<file path="config.mk">
export PLATFORM = sky130hd
export DESIGN_NAME = cpu_bus_mux_pipe
export DESIGN_NICKNAME = d
export VERILOG_FILES = /design/src/rtl/cpu_bus_mux_pipe_pkg.sv /design/src/rtl/cpu_bus_mux_pipe_skid_buf.sv /design/src/rtl/cpu_bus_mux_pipe.sv
export SDC_FILE = /design/constraint.sdc
export NUM_CORES = 1
export LEC_CHECK = 0
export ABC_AREA = 1
export CAP_MARGIN = 30
export CORE_UTILIZATION = 40
export CTS_CLUSTER_DIAMETER = 100
export DETAILED_ROUTE_END_ITERATION = 16
export GPL_TIMING_DRIVEN = 0
export PLACE_DENSITY = 0.87
export SLEW_MARGIN = 5
export SYNTH_ARGS = -nofsm -noshare
export SYNTH_HDL_FRONTEND = slang
export SYNTH_HIERARCHICAL = 1
export SYNTH_SLANG_ARGS = --single-unit
</file>
<file path="constraint.sdc">
create_clock -name clk_i -period 1.24 [get_ports clk_i]
set_input_delay 0.124 -clock clk_i [delete_from_list [all_inputs] [get_ports clk_i]]
set_output_delay 0.124 -clock clk_i [all_outputs]
set_load 0.005 [all_outputs]
</file>
<file path="src/rtl/cpu_bus_mux_pipe_pkg.sv">
// Shared select encodings, default source indices and skid-buffer count states
// for the cpu_bus_mux_pipe datapath mux.
package cpu_bus_mux_pipe_pkg;

    localparam int unsigned MUX_SEL_SRC_BASE = 0;

    localparam int unsigned REG_A = 0;
    localparam int unsigned REG_B = 1;
    localparam int unsigned ALU_Y = 2;
    localparam int unsigned PC    = 3;

    // Immediate and NONE codes sit directly above the full-width sources.
    function automatic int unsigned mux_sel_imm(input int unsigned num_src);
        return num_src;
    endfunction

    function automatic int unsigned mux_sel_none(input int unsigned num_src);
        return num_src + 1;
    endfunction

    typedef enum logic [1:0] {
        CNT_EMPTY = 2'd0,
        CNT_ONE   = 2'd1,
        CNT_FULL  = 2'd2
    } cnt_state_e;

endpackage

</file>
<file path="src/rtl/cpu_bus_mux_pipe_skid_buf.sv">
// cpu_skid_buf: 2-entry valid/ready buffer; in_ready_o depends only on state,
// never combinationally on out_ready_i.
module cpu_skid_buf
    import cpu_bus_mux_pipe_pkg::*;
#(
    parameter int unsigned DW = 9
) (
    input  logic          clk_i,
    input  logic          rst_i,
    input  logic          in_valid_i,
    output logic          in_ready_o,
    input  logic [DW-1:0] in_data_i,
    output logic          out_valid_o,
    input  logic          out_ready_i,
    output logic [DW-1:0] out_data_o
);

    cnt_state_e    state_q, state_d;
    logic [DW-1:0] head_q, head_d;
    logic [DW-1:0] tail_q, tail_d;
    logic          push, pop;

    assign in_ready_o  = (state_q != CNT_FULL);
    assign out_valid_o = (state_q != CNT_EMPTY);
    assign out_data_o  = head_q;

    always_comb begin
        push    = in_valid_i && in_ready_o;
        pop     = out_valid_o && out_ready_i;
        state_d = state_q;
        head_d  = head_q;
        tail_d  = tail_q;
        case (state_q)
            CNT_EMPTY: begin
                if (push) begin
                    head_d  = in_data_i;
                    state_d = CNT_ONE;
                end
            end
            CNT_ONE: begin
                // Accept with pop: new entry replaces the departing head.
                if (push && pop) begin
                    head_d = in_data_i;
                end else if (push) begin
                    tail_d  = in_data_i;
                    state_d = CNT_FULL;
                end else if (pop) begin
                    state_d = CNT_EMPTY;
                end
            end
            CNT_FULL: begin
                if (pop) begin
                    head_d  = tail_q;
                    state_d = CNT_ONE;
                end
            end
            default: state_d = CNT_EMPTY;
        endcase
    end

    always_ff @(posedge clk_i or posedge rst_i) begin
        if (rst_i) begin
            state_q <= CNT_EMPTY;
            head_q  <= '0;
            tail_q  <= '0;
        end else begin
            state_q <= state_d;
            head_q  <= head_d;
            tail_q  <= tail_d;
        end
    end

endmodule

</file>
<file path="src/rtl/cpu_bus_mux_pipe.sv">
// Datapath source mux feeding a 2-entry skid buffer. Define
// CPU_BUS_MUX_IMM_SIGN_EXT_EN to sign-extend the immediate instead of zero-extending.
module cpu_bus_mux_pipe
    import cpu_bus_mux_pipe_pkg::*;
#(
    parameter int unsigned WIDTH   = 8,
    parameter int unsigned NUM_SRC = 4,
    parameter int unsigned IMM_W   = 5,
    parameter int unsigned SEL_W   = 3
) (
    input  logic                     clk_i,
    input  logic                     rst_i,
    input  logic [NUM_SRC*WIDTH-1:0] mux_src_i,
    input  logic [IMM_W-1:0]         mux_imm_i,
    input  logic [SEL_W-1:0]         mux_select_i,
    input  logic                     mux_valid_i,
    output logic                     mux_ready_o,
    output logic [WIDTH-1:0]         mux_data_o,
    output logic                     mux_valid_o,
    input  logic                     mux_ready_i,
    output logic                     mux_err_o
);

    logic [31:0]      sel_ext;
    logic [WIDTH-1:0] imm_ext;
    logic [WIDTH-1:0] sel_data;
    logic             sel_err;
    logic [WIDTH:0]   buf_out;

    assign sel_ext = 32'(mux_select_i);

`ifdef CPU_BUS_MUX_IMM_SIGN_EXT_EN
    assign imm_ext = WIDTH'($signed(mux_imm_i));
`else
    assign imm_ext = WIDTH'(mux_imm_i);
`endif

    always_comb begin
        sel_data = '0;
        sel_err  = 1'b0;
        if (sel_ext == mux_sel_imm(NUM_SRC)) begin
            sel_data = imm_ext;
        end else if (sel_ext == mux_sel_none(NUM_SRC)) begin
            sel_data = '0;
        end else if (sel_ext >= MUX_SEL_SRC_BASE + NUM_SRC) begin
            sel_err = 1'b1;
        end
        for (int unsigned k = 0; k < NUM_SRC; k++) begin
            if (sel_ext == MUX_SEL_SRC_BASE + k) begin
                sel_data = mux_src_i[k*WIDTH +: WIDTH];
            end
        end
    end

    cpu_skid_buf #(
        .DW (WIDTH + 1)
    ) u_skid_buf (
        .clk_i       (clk_i),
        .rst_i       (rst_i),
        .in_valid_i  (mux_valid_i),
        .in_ready_o  (mux_ready_o),
        .in_data_i   ({sel_data, sel_err}),
        .out_valid_o (mux_valid_o),
        .out_ready_i (mux_ready_i),
        .out_data_o  (buf_out)
    );

    assign mux_data_o = buf_out[WIDTH:1];
    assign mux_err_o  = buf_out[0];

endmodule

</file>
**Word level (Yosys, flattened, before mapping)**

Index checks and enable logic that the tools add are counted.

- Output and inout port bits: 11
- Input bits: 44
- Register bits: 20

- $lt $le $gt $ge: 1
- Bitwise operators: 1
- Eq/ne operators: 13
- Reductions and logical operators: 10
- Mux-type cells: 18

Operator list:

| kind | number |
|---|---|
| $logic_not 32->1 | 1 |
| $mux 8 | 4 |
| $mux 9 | 3 |
| $pmux 9 s3 | 1 |
| $mux 2 | 5 |
| $reduce_and 4->1 | 2 |
| $eq 3x2->1 const B | 2 |
| $eq 3x3->1 const B | 2 |
| $ne 2x1->1 const B | 3 |
| $pmux 2 s3 | 1 |
| $mux 5 | 1 |
| $ne 2x2->1 const B | 2 |
| $eq 3x1->1 const B | 1 |
| $ge 3x3->1 const B | 1 |
| $logic_and 1x1->1 | 3 |
| $mux 1 | 3 |
| $ne 3x1->1 const B | 1 |
| $reduce_and 3->1 | 1 |
| $reduce_bool 3->1 | 1 |
| $eq 2x1->1 const B | 1 |
| $eq 2x2->1 const B | 1 |
| $logic_not 2->1 | 1 |
| $reduce_bool 2->1 | 1 |
| $not 1->1 | 1 |

**Depth between registers and ports, before layout**

Gate-level depths: netlist of run 1.

- Word-level depth: 8
- Gate-level depth with buffers: 10
- Depth with buffers taken out: 9

**Modules after synthesis**

Netlist of run 1, hierarchy kept.

Modules (own cells, without submodules):

| module | instances | cells each | sequential area each (sq um) | area each (sq um) |
|---|---|---|---|---|
| cpu_skid_buf | 1 | 120 | 500.5 | 950.9 |
| cpu_bus_mux_pipe | 1 | 74 | 0.0 | 345.3 |

**Worst setup path after synthesis of run 1**

Ideal clock, no wire load.

- Kind: reg-to-reg
- Start: register u_skid_buf.state_q[0]
- End: register u_skid_buf.head_q[0] (netlist: u_skid_buf/out_data_o[0])
- Setup time: 118 ps
- Arrival: 943 ps
- Period minus slack after synthesis: 1060 ps
- Setup slack: 180 ps
- Stages on the path, launching flop included: 8
- Buffers on the path: 1
- Cells stage by stage: dfrtp_1 inv_1 buf_6 nand2_2 nand2_2 nand2_2 nand2_1 nand2_1

- Cells in the longest elaborated chain, start to end: 5
- Elaborated cells between the ends (all ways): 14

Ends and longest elaborated chain:

| what | line | source |
|---|---|---|
| start: declaration | cpu_bus_mux_pipe_skid_buf.sv:18 | `cnt_state_e state_q, state_d;` |
| start signal: assignment | cpu_bus_mux_pipe_skid_buf.sv:67 | `state_q <= state_d;` |
| $reduce_bool 2->1 * | cpu_bus_mux_pipe_skid_buf.sv:24 | `assign out_valid_o = (state_q != CNT_EMPTY);` |
| via mux_valid_o | cpu_bus_mux_pipe.sv:19 | `output logic mux_valid_o,` |
| $logic_and 1x1->1 * | cpu_bus_mux_pipe_skid_buf.sv:29 | `pop = out_valid_o && out_ready_i;` |
| $logic_and 1x1->1 | cpu_bus_mux_pipe_skid_buf.sv:42 | `if (push && pop) begin` |
| $ne 2x1->1 (no line) | -- |  |
| $reduce_and 4->1 (no line) * | -- |  |
| end signal: assignment | cpu_bus_mux_pipe_skid_buf.sv:64 | `head_q <= '0;` |
| end signal: assignment | cpu_bus_mux_pipe_skid_buf.sv:68 | `head_q <= head_d;` |
| end: declaration | cpu_bus_mux_pipe_skid_buf.sv:19 | `logic [DW-1:0] head_q, head_d;` |

Mark *: on every way through the listed nets, which the timed path passes. The rest lies on a longest branch.
A chain may end at the register's enable or synchronous reset.

**Worst setup path after layout of run 1**

- Start: register u_skid_buf.state_q[0]
- End: output port mux_ready_o

- Cells in the longest elaborated chain, start to end: 1

Ends and longest elaborated chain:

| what | line | source |
|---|---|---|
| $ne 2x2->1 | cpu_bus_mux_pipe_skid_buf.sv:23 | `assign in_ready_o = (state_q != CNT_FULL);` |
| end: declaration | cpu_bus_mux_pipe.sv:17 | `output logic mux_ready_o,` |

Every way passes these cells.

==> results by group, run 1 <==
Run status
  – Status: finished, final reports clean

STA
  – Clock skew: about 0.0039 ns
  – Setup TNS: 0 ns
  – Slew headroom: 49.4%
  – Final worst path period share: a little over nine tenths
  – RSZ-0062 raised after global routing: true
  – Slew @ Worst Pin: 0.758 ns
  – Setup slack after layout: 0.0257 ns
  – Final Hold Fails: 0
  – Final max-slew violation count: 0
  – Achievable Freq: 0.824 GHz
  – Final Setup Violations: 0
  – Min Tclk post-route: approximately 1.2 ns

Hold path
  – HP Class: in -> reg
  – Hold path cells: 5
  – HP Start: mux_select_i[2]
  – End of the worst hold path: u_skid_buf/tail_q[0]$_DFFE_PP0P_

Clock tree
  – H-tree levels: 1
  – Root Driver: clkbuf_4
  – Clock latency at the later pin of the worst-skew pair: 0.29 ns
  – Post-CTS Hold Fix Bufs: 0
  – CTS tree: done
  – CTS buffer count: 3
  – Sink Count: 20
  – CTS max path bufs: 2
  – Clk slew on worst S/H paths: around 0.10 ns

Layout
  – ANT cells: 0
  – Layout cells sized above 1: 12.9%
  – Synth-to-layout area growth: 51.8%
  – Final Util: between 60% and 70%
  – Fillers: 292
  – Final #Nets: 301
  – Register Area: around 500 um^2
  – Multi-input gate area: 693 um^2

GRT
  – Global-route layer with the greatest usage: met2
  – Vias in the first global route: between 1000 and 1500
  – GR Util met3: under 10%
  – GR Util met2: a little over 40%
  – Largest net degree at the start of global routing: 21
  – Met1 global-route usage: 25.9%
  – Initial antenna violation count: 0
  – Total grt overflow: 0
  – Total track usage: 21.6%
  – Global-route wire length before repair: between 5 and 6 mm

Critical path
  – Crit Path Class: reg -> out
  – CP arrival: 1.09 ns
  – Critical path capture point type: output pin
  – Cell Chain, Critical Path: inv_2 -> nand2_4 -> buf_6 -> buf_6
  – RR Endpoint: u_skid_buf/out_data_o[1]$_DFFE_PP0P_
  – FF-to-FF path depth: 7
  – Crit-path max cell delay: 0.41 ns
  – WP data required: around 1.1 ns
  – Crit-path max FO: 2
  – R2R setup slack: 0.05 ns
  – Most frequent CP cell: buf_6
  – Crit path launch type: flop
  – Slowest-stage cell, CP: dfrtp_1
  – Reg-to-Reg Start: u_skid_buf/state_q[0]$_DFFE_PP0P_

Pwr
  – Clk network pwr share: 11.0%
  – Power per cell area: 1370 nW/um^2
  – Switching Share: a little under two fifths
  – Cell Int Power: 1680 uW
  – Reg power frac: approximately two fifths
  – Maximum vdd drop: slightly below 0.9 mV
  – NetSw: around 1000 uW
  – Combinational share of power: 49.8%
  – Leak Pwr: 0.00102 uW

Place
  – Gpl congestion: 0.828
  – HPWL Detailed: 2.54 mm
  – IO Port Bufs: 53
  – DP Worst Slack: -0.493 ns

Logic synthesis
  – Post-synthesis cell count: about 190
  – Average size of a mapped cell: 6.68 um^2
  – Synth Net Count: between 200 and 250
  – Syn. warnings: 6
  – Yosys cell types: 19
  – Register area share after synthesis: 38.6%
  – #FFs+latches synth: 20
  – Synthesized area: 1300 um^2

Detailed routing
  – Drt drc: 0
  – Vias: 1453
  – Final WL: 3.41 mm
  – DR vias/cell: about 4.9
  – Avg WL per Cell: 11.4 um
  – Post-route ant nets: 0
  – TritonRoute pass-1 iters: 4
  – 1st-iter DRT viols: 61

Die
  – Die Y-Extent: 58.9 um
  – I/O pin count: 55
  – Row count: 20
  – Core Box Area: 3050 um^2
  – Die X: 58.9 um
  – Die area: roughly 3500 um^2
  – Starting density of the core: 42.5%

Flow run
  – Max_cap viols: 0
[cell usage after synthesis (all sizes together)]
cell,instances,share of area [%]
inv,23,6.7
a21oi,1,0.39
clkbuf,1,0.39
nor2,14,4.6
o21ai,9,3.5
nand4,7,3.9
dfrtp,20,39
o31ai,1,0.58
nand3,34,14
nand2,78,23
buf,5,3.3
nor3,1,1.3
[worst max-delay path by stage]
stage                                            from                              endpoint  slack (ns)  depth (start not counted)
floorplan           u_skid_buf/state_q[0]$_DFFE_PP0P_  u_skid_buf/out_data_o[0]$_DFFE_PP0P_        0.18                          7
global placement                      mux_select_i[1]  u_skid_buf/out_data_o[1]$_DFFE_PP0P_       -0.48                         10
detailed placement                    mux_select_i[1]  u_skid_buf/out_data_o[1]$_DFFE_PP0P_       -0.49                         10
CTS                 u_skid_buf/state_q[0]$_DFFE_PP0P_                           mux_valid_o       0.001                          4
global route        u_skid_buf/state_q[1]$_DFFE_PP0P_      u_skid_buf/tail_q[2]$_DFFE_PP0P_       -0.01                          3
finish              u_skid_buf/state_q[0]$_DFFE_PP0P_                           mux_ready_o        0.03                          4
[cells in the final DEF (no fill, tap or decap), drive strengths merged]
cell type | synthesis | layout
buf | 5 | 11
nor3 | 1 | 1
inv | 23 | 23
o21ai | 9 | 9
dfrtp | 20 | 20
clkbuf | 1 | 6
nand2 | 78 | 78
nand3 | 34 | 34
a21oi | 1 | 1
o31ai | 1 | 1
nor2 | 14 | 14
clkdlybuf4s50 | 0 | 40
dlygate4sd2 | 0 | 10
nand4 | 7 | 7
[power by group through the flow]
stage | sequential [uW] | combinational, uW | clock, uW
6_report | 1060 | 1340 | 295
5_1_grt | 1080 | 1500 | 335
3_3_place_gp | 1060 | 1210 | 0
2_1_floorplan | 1060 | 641 | 0
3_5_place_dp | 1070 | 1240 | 0
4_1_cts | 1050 | 1270 | 311
[stage by stage]
| step | std cells | hold slack, ns | power, uW | instance area [um^2] |
|---|---|---|---|---|
| after floorplan | 194 | 0.0878 | 1700 | 1300 |
| after global placement | 291 | 0.463 | 2270 | 1880 |
| after detailed placement | 291 | 0.465 | 2310 | 1880 |
| after CTS | 299 | 0.209 | 2630 | 1950 |
| after global routing | 299 | 0.218 | 2920 | 1970 |
| final | 299 | 0.212 | 2690 | 1970 |
[kinds of logic (layout without fill, tap and decap cells)]
family	after synthesis	after routing	share of synthesized area, %
buf+inv	29	90	10.3
compound gates	11	11	4.44
simple gates	134	134	46.6
flops	20	20	38.6
[critical path: cells and delay by family (launching register included)]
kind	cells	cell delay, ns
flip-flops	1	0.41
buffers and inverters	3	0.32
AND/OR/NAND/NOR	1	0.06
[sequential cells by signal (all words and copies together), names as in the netlist]
register,count
u_skid_buf/out_data_o,9
u_skid_buf/state_q,2
u_skid_buf/tail_q,9
[timing repair]
action | 4_1_cts | 5_1_grt
setup buffers | 5 | 1
resized for setup | 23 | 12
pin swaps | 1 | 0
endpoints found under the setup margin | 27 | 18
[area by class of cell]
cell class	count	area share [%]
Tap cell	44	2.80
Clock buffer	3	1.14
Buffer	5	2.54
Inverter	23	4.51
Timing Repair Buffer	59	28.4
Sequential cell	20	25.4
Multi-Input combinational cell	145	35.2
[routing by layer]
| layer | share of wire (%) | vias to the layer above |
|---|---|---|
| met2 | 51 | 36 |
| met4 | 0.29 | 0 |
| met1 | 44 | 670 |
| met3 | 4.1 | 2 |
| met5 | 0 | - |
| li1 | - | 745 |
Note: power is estimated with default switching activity, not from simulation.
==> inputs of run 2 (changes only) <==
--- a/config.mk
+++ b/config.mk
@@ -6,7 +6,6 @@
 export NUM_CORES = 1
 export LEC_CHECK = 0
 export ABC_AREA = 1
-export CAP_MARGIN = 30
 export CORE_UTILIZATION = 40
 export CTS_CLUSTER_DIAMETER = 100
 export DETAILED_ROUTE_END_ITERATION = 16
==> constraint.sdc (replaced) <==
create_clock -name clk_i -period 1.5 [get_ports clk_i]
set_input_delay 0.15 -clock clk_i [delete_from_list [all_inputs] [get_ports clk_i]]
set_output_delay 0.15 -clock clk_i [all_outputs]
set_load 0.01 [all_outputs]
==> results by group, run 2 (same netlist as run 1, synthesis figures left out) <==
Run status
  – Status: finished, final reports clean (unchanged)

Detailed routing
  – Vias: 1439 (was 1453)
  – Avg WL per Cell: 11.1 um (was 11.4 um)
  – TritonRoute pass-1 iters: 4 (unchanged)
  – DR vias/cell: 4.88 (was 4.86)
  – Post-route ant nets: 0 (unchanged)
  – 1st-iter DRT viols: 84 (was 61)
  – Drt drc: 0 (unchanged)
  – Final WL: 3.27 mm (was 3.41 mm)

Clock tree
  – CTS tree: done (unchanged)
  – H-tree levels: 1 (unchanged)
  – Clock latency at the later pin of the worst-skew pair: 0.30 ns (was 0.29 ns)
  – Root Driver: clkbuf_4 (unchanged)
  – Sink Count: 20 (unchanged)
  – Post-CTS Hold Fix Bufs: 0 (unchanged)
  – Clk slew on worst S/H paths: 0.10 ns (about the same)
  – CTS buffer count: 3 (unchanged)
  – CTS max path bufs: 2 (unchanged)

Place
  – Placed Cells: 291 (unchanged)
  – Post-DP Area: 1880 um^2 (unchanged)
  – Gpl congestion: 0.828 (unchanged)
  – IO Port Bufs: 53 (unchanged)
  – HPWL Detailed: 2.54 mm (unchanged)

Die
  – Starting density of the core: 42.5% (unchanged)
  – Row count: 20 (unchanged)
  – Core Box Area: 3050 um^2 (unchanged)
  – I/O pin count: 55 (unchanged)
  – Die X: 58.9 um (unchanged)
  – Die area: 3470 um^2 (unchanged)
  – Die Y-Extent: 58.9 um (unchanged)

Critical path
  – Worst setup path end: mux_ready_o (unchanged)
  – RR Endpoint: u_skid_buf/tail_q[5]$_DFFE_PP0P_ (was u_skid_buf/out_data_o[1]$_DFFE_PP0P_)
  – CP arrival: 1.27 ns (was 1.09 ns)
  – FF-to-FF path depth: 4 (was 7)
  – Crit path launch type: flop (unchanged)
  – R2R setup slack: 0.17 ns (was 0.05 ns)
  – Crit Path Class: reg -> out (unchanged)
  – WP data required: 1.35 ns (was 1.12 ns)
  – Crit-path max FO: 10 (was 2)
  – Critical path launch point: u_skid_buf/state_q[0]$_DFFE_PP0P_ (unchanged)
  – Critical path capture point type: output pin (unchanged)
  – Reg-to-Reg Start: u_skid_buf/state_q[0]$_DFFE_PP0P_ (unchanged)

STA
  – Min Tclk post-route: 1.42 ns
  – Final Hold Fails: 0 (unchanged)
  – Final worst path period share: 94.3%
  – Slew @ Worst Pin: 0.737 ns (was 0.758 ns)
  – Clock skew: 0.00526 ns (was 0.00387 ns)
  – Fin Hold WS: 0.234 ns (was 0.212 ns)
  – Slew headroom: 50.8% (was 49.4%)
  – RSZ-0062 raised after global routing: false (was true)
  – Final Setup Violations: 0 (unchanged)
  – Final max-slew violation count: 0 (unchanged)
  – Achievable Freq: between 0.7 and 0.8 GHz

Pwr
  – Pwr Total: 2220 uW (was 2690 uW)
  – Leak Pwr: 0.000972 uW (was 0.00102 uW)
  – Maximum vdd drop: 0.732 mV (was 0.869 mV)
  – Power per cell area: 1150 nW/um^2 (was 1370 nW/um^2)

GRT
  – Global-route wire length before repair: 5.68 mm (was 5.76 mm)
  – Met1 global-route usage: 26.3% (was 25.9%)
  – Global-route layer with the greatest usage: met2 (unchanged)
  – Vias in the first global route: 1398 (was 1413)
  – GR Util met2: 39.0% (was 40.6%)
  – Total track usage: 21.3% (was 21.6%)
  – Total grt overflow: 0 (unchanged)
  – GR Util met3: 4.62% (was 4.40%)
  – Initial antenna violation count: 0 (unchanged)
  – Largest net degree at the start of global routing: 21 (unchanged)

Layout
  – Multi-input gate area: 667 um^2 (was 693 um^2)
  – Most common cell after layout, fill and taps aside: nand2_1 (unchanged)
  – Fillers: 291 (was 292)
  – Finished Layout Cells: 295 (was 299)
  – Register Area: 500 um^2 (unchanged)
  – Most frequent cells in the layout: nand2_1, clkdlybuf4s50_1, nand3_1 (unchanged)
  – Synth-to-layout area growth: 48.6% (was 51.8%)
  – Final Util: 63.1% (was 64.5%)
  – Final #Nets: 297 (was 301)
  – Fin area: 1930 um^2 (was 1970 um^2)
  – ANT cells: 0 (unchanged)
  – Layout cells sized above 1: 9.56% (was 12.9%)

Flow run
  – Max_cap viols: 0 (unchanged)

Hold path
  – Hold path cells: 5 (unchanged)
  – HP Class: in -> reg (unchanged)
-- run 2: changes by cell type in the layout (fill, tap and decap cells not counted), moves of 2 or more --
| cell | previous run | this run |
|---|---|---|
| clkbuf_2 | 3 | 1 |
| dlymetal6s2s_1 | 0 | 2 |
| clkdlybuf4s50_1 | 40 | 49 |
| buf_4 | 5 | 1 |
| dlygate4sd2_1 | 10 | 2 |
| nand2_4 | 3 | 0 |
| nand2_2 | 3 | 5 |
| buf_6 | 6 | 4 |
-- run 2: where the power goes --
group	switching, uW	internal [uW]	leakage (uW)
Sequential	123	753	0.000261
Combinational	561	537	0.000697
Clock	153	93.6	0.0000138
-- run 2: cell type report --
| cell class | count | share of cell area, % |
|---|---|---|
| plain buffers | 6 | 2.79 |
| clock buffers | 3 | 1.17 |
| inverters | 23 | 4.48 |
| multi-input cells | 145 | 34.6 |
| flip-flops and latches | 20 | 26.0 |
| well taps | 44 | 2.86 |
| repair buffers | 54 | 28.1 |
-- run 2: metal layers --
metal	wire [um]	share of wire [%]
met1	1450	44
met2	1630	50
met3	174	5.3
met4	10	0.31
met5	0	0
-- run 2: stage by stage --
step | setup TNS, ns | setup WS (ns)
after CTS | 0 | 0.0244
final | 0 | 0.0848
after global placement | -2.84 | -0.244
after detailed placement | -3.20 | -0.259
after floorplan | 0 | 0.417
after global routing | 0 | 0.0234
-- run 2: critical path, stage by stage (launching register included) --
cell and delay (ns):
dfrtp_1 0.41, inv_2 0.08, nand2_2 0.06, buf_6 0.14, dlygate4sd2_1 0.28
-- run 2: what timing repair did --
action	4_1_cts	5_1_grt
resized for setup	3	6
setup buffers	1	0
setup endpoints to repair	2	10
-- run 2: worst min path at each step --
stage	from	end	slack [ns]
after floorplan	rst_i	u_skid_buf/out_data_o[0]$_DFFE_PP0P_	0.11
after global placement	u_skid_buf/out_data_o[6]$_DFFE_PP0P_	u_skid_buf/out_data_o[6]$_DFFE_PP0P_	0.46
after detailed placement	u_skid_buf/out_data_o[3]$_DFFE_PP0P_	u_skid_buf/out_data_o[3]$_DFFE_PP0P_	0.47
after CTS	mux_select_i[2]	u_skid_buf/tail_q[0]$_DFFE_PP0P_	0.24
after global routing	mux_select_i[2]	u_skid_buf/tail_q[0]$_DFFE_PP0P_	0.24
final	mux_select_i[2]	u_skid_buf/tail_q[0]$_DFFE_PP0P_	0.23
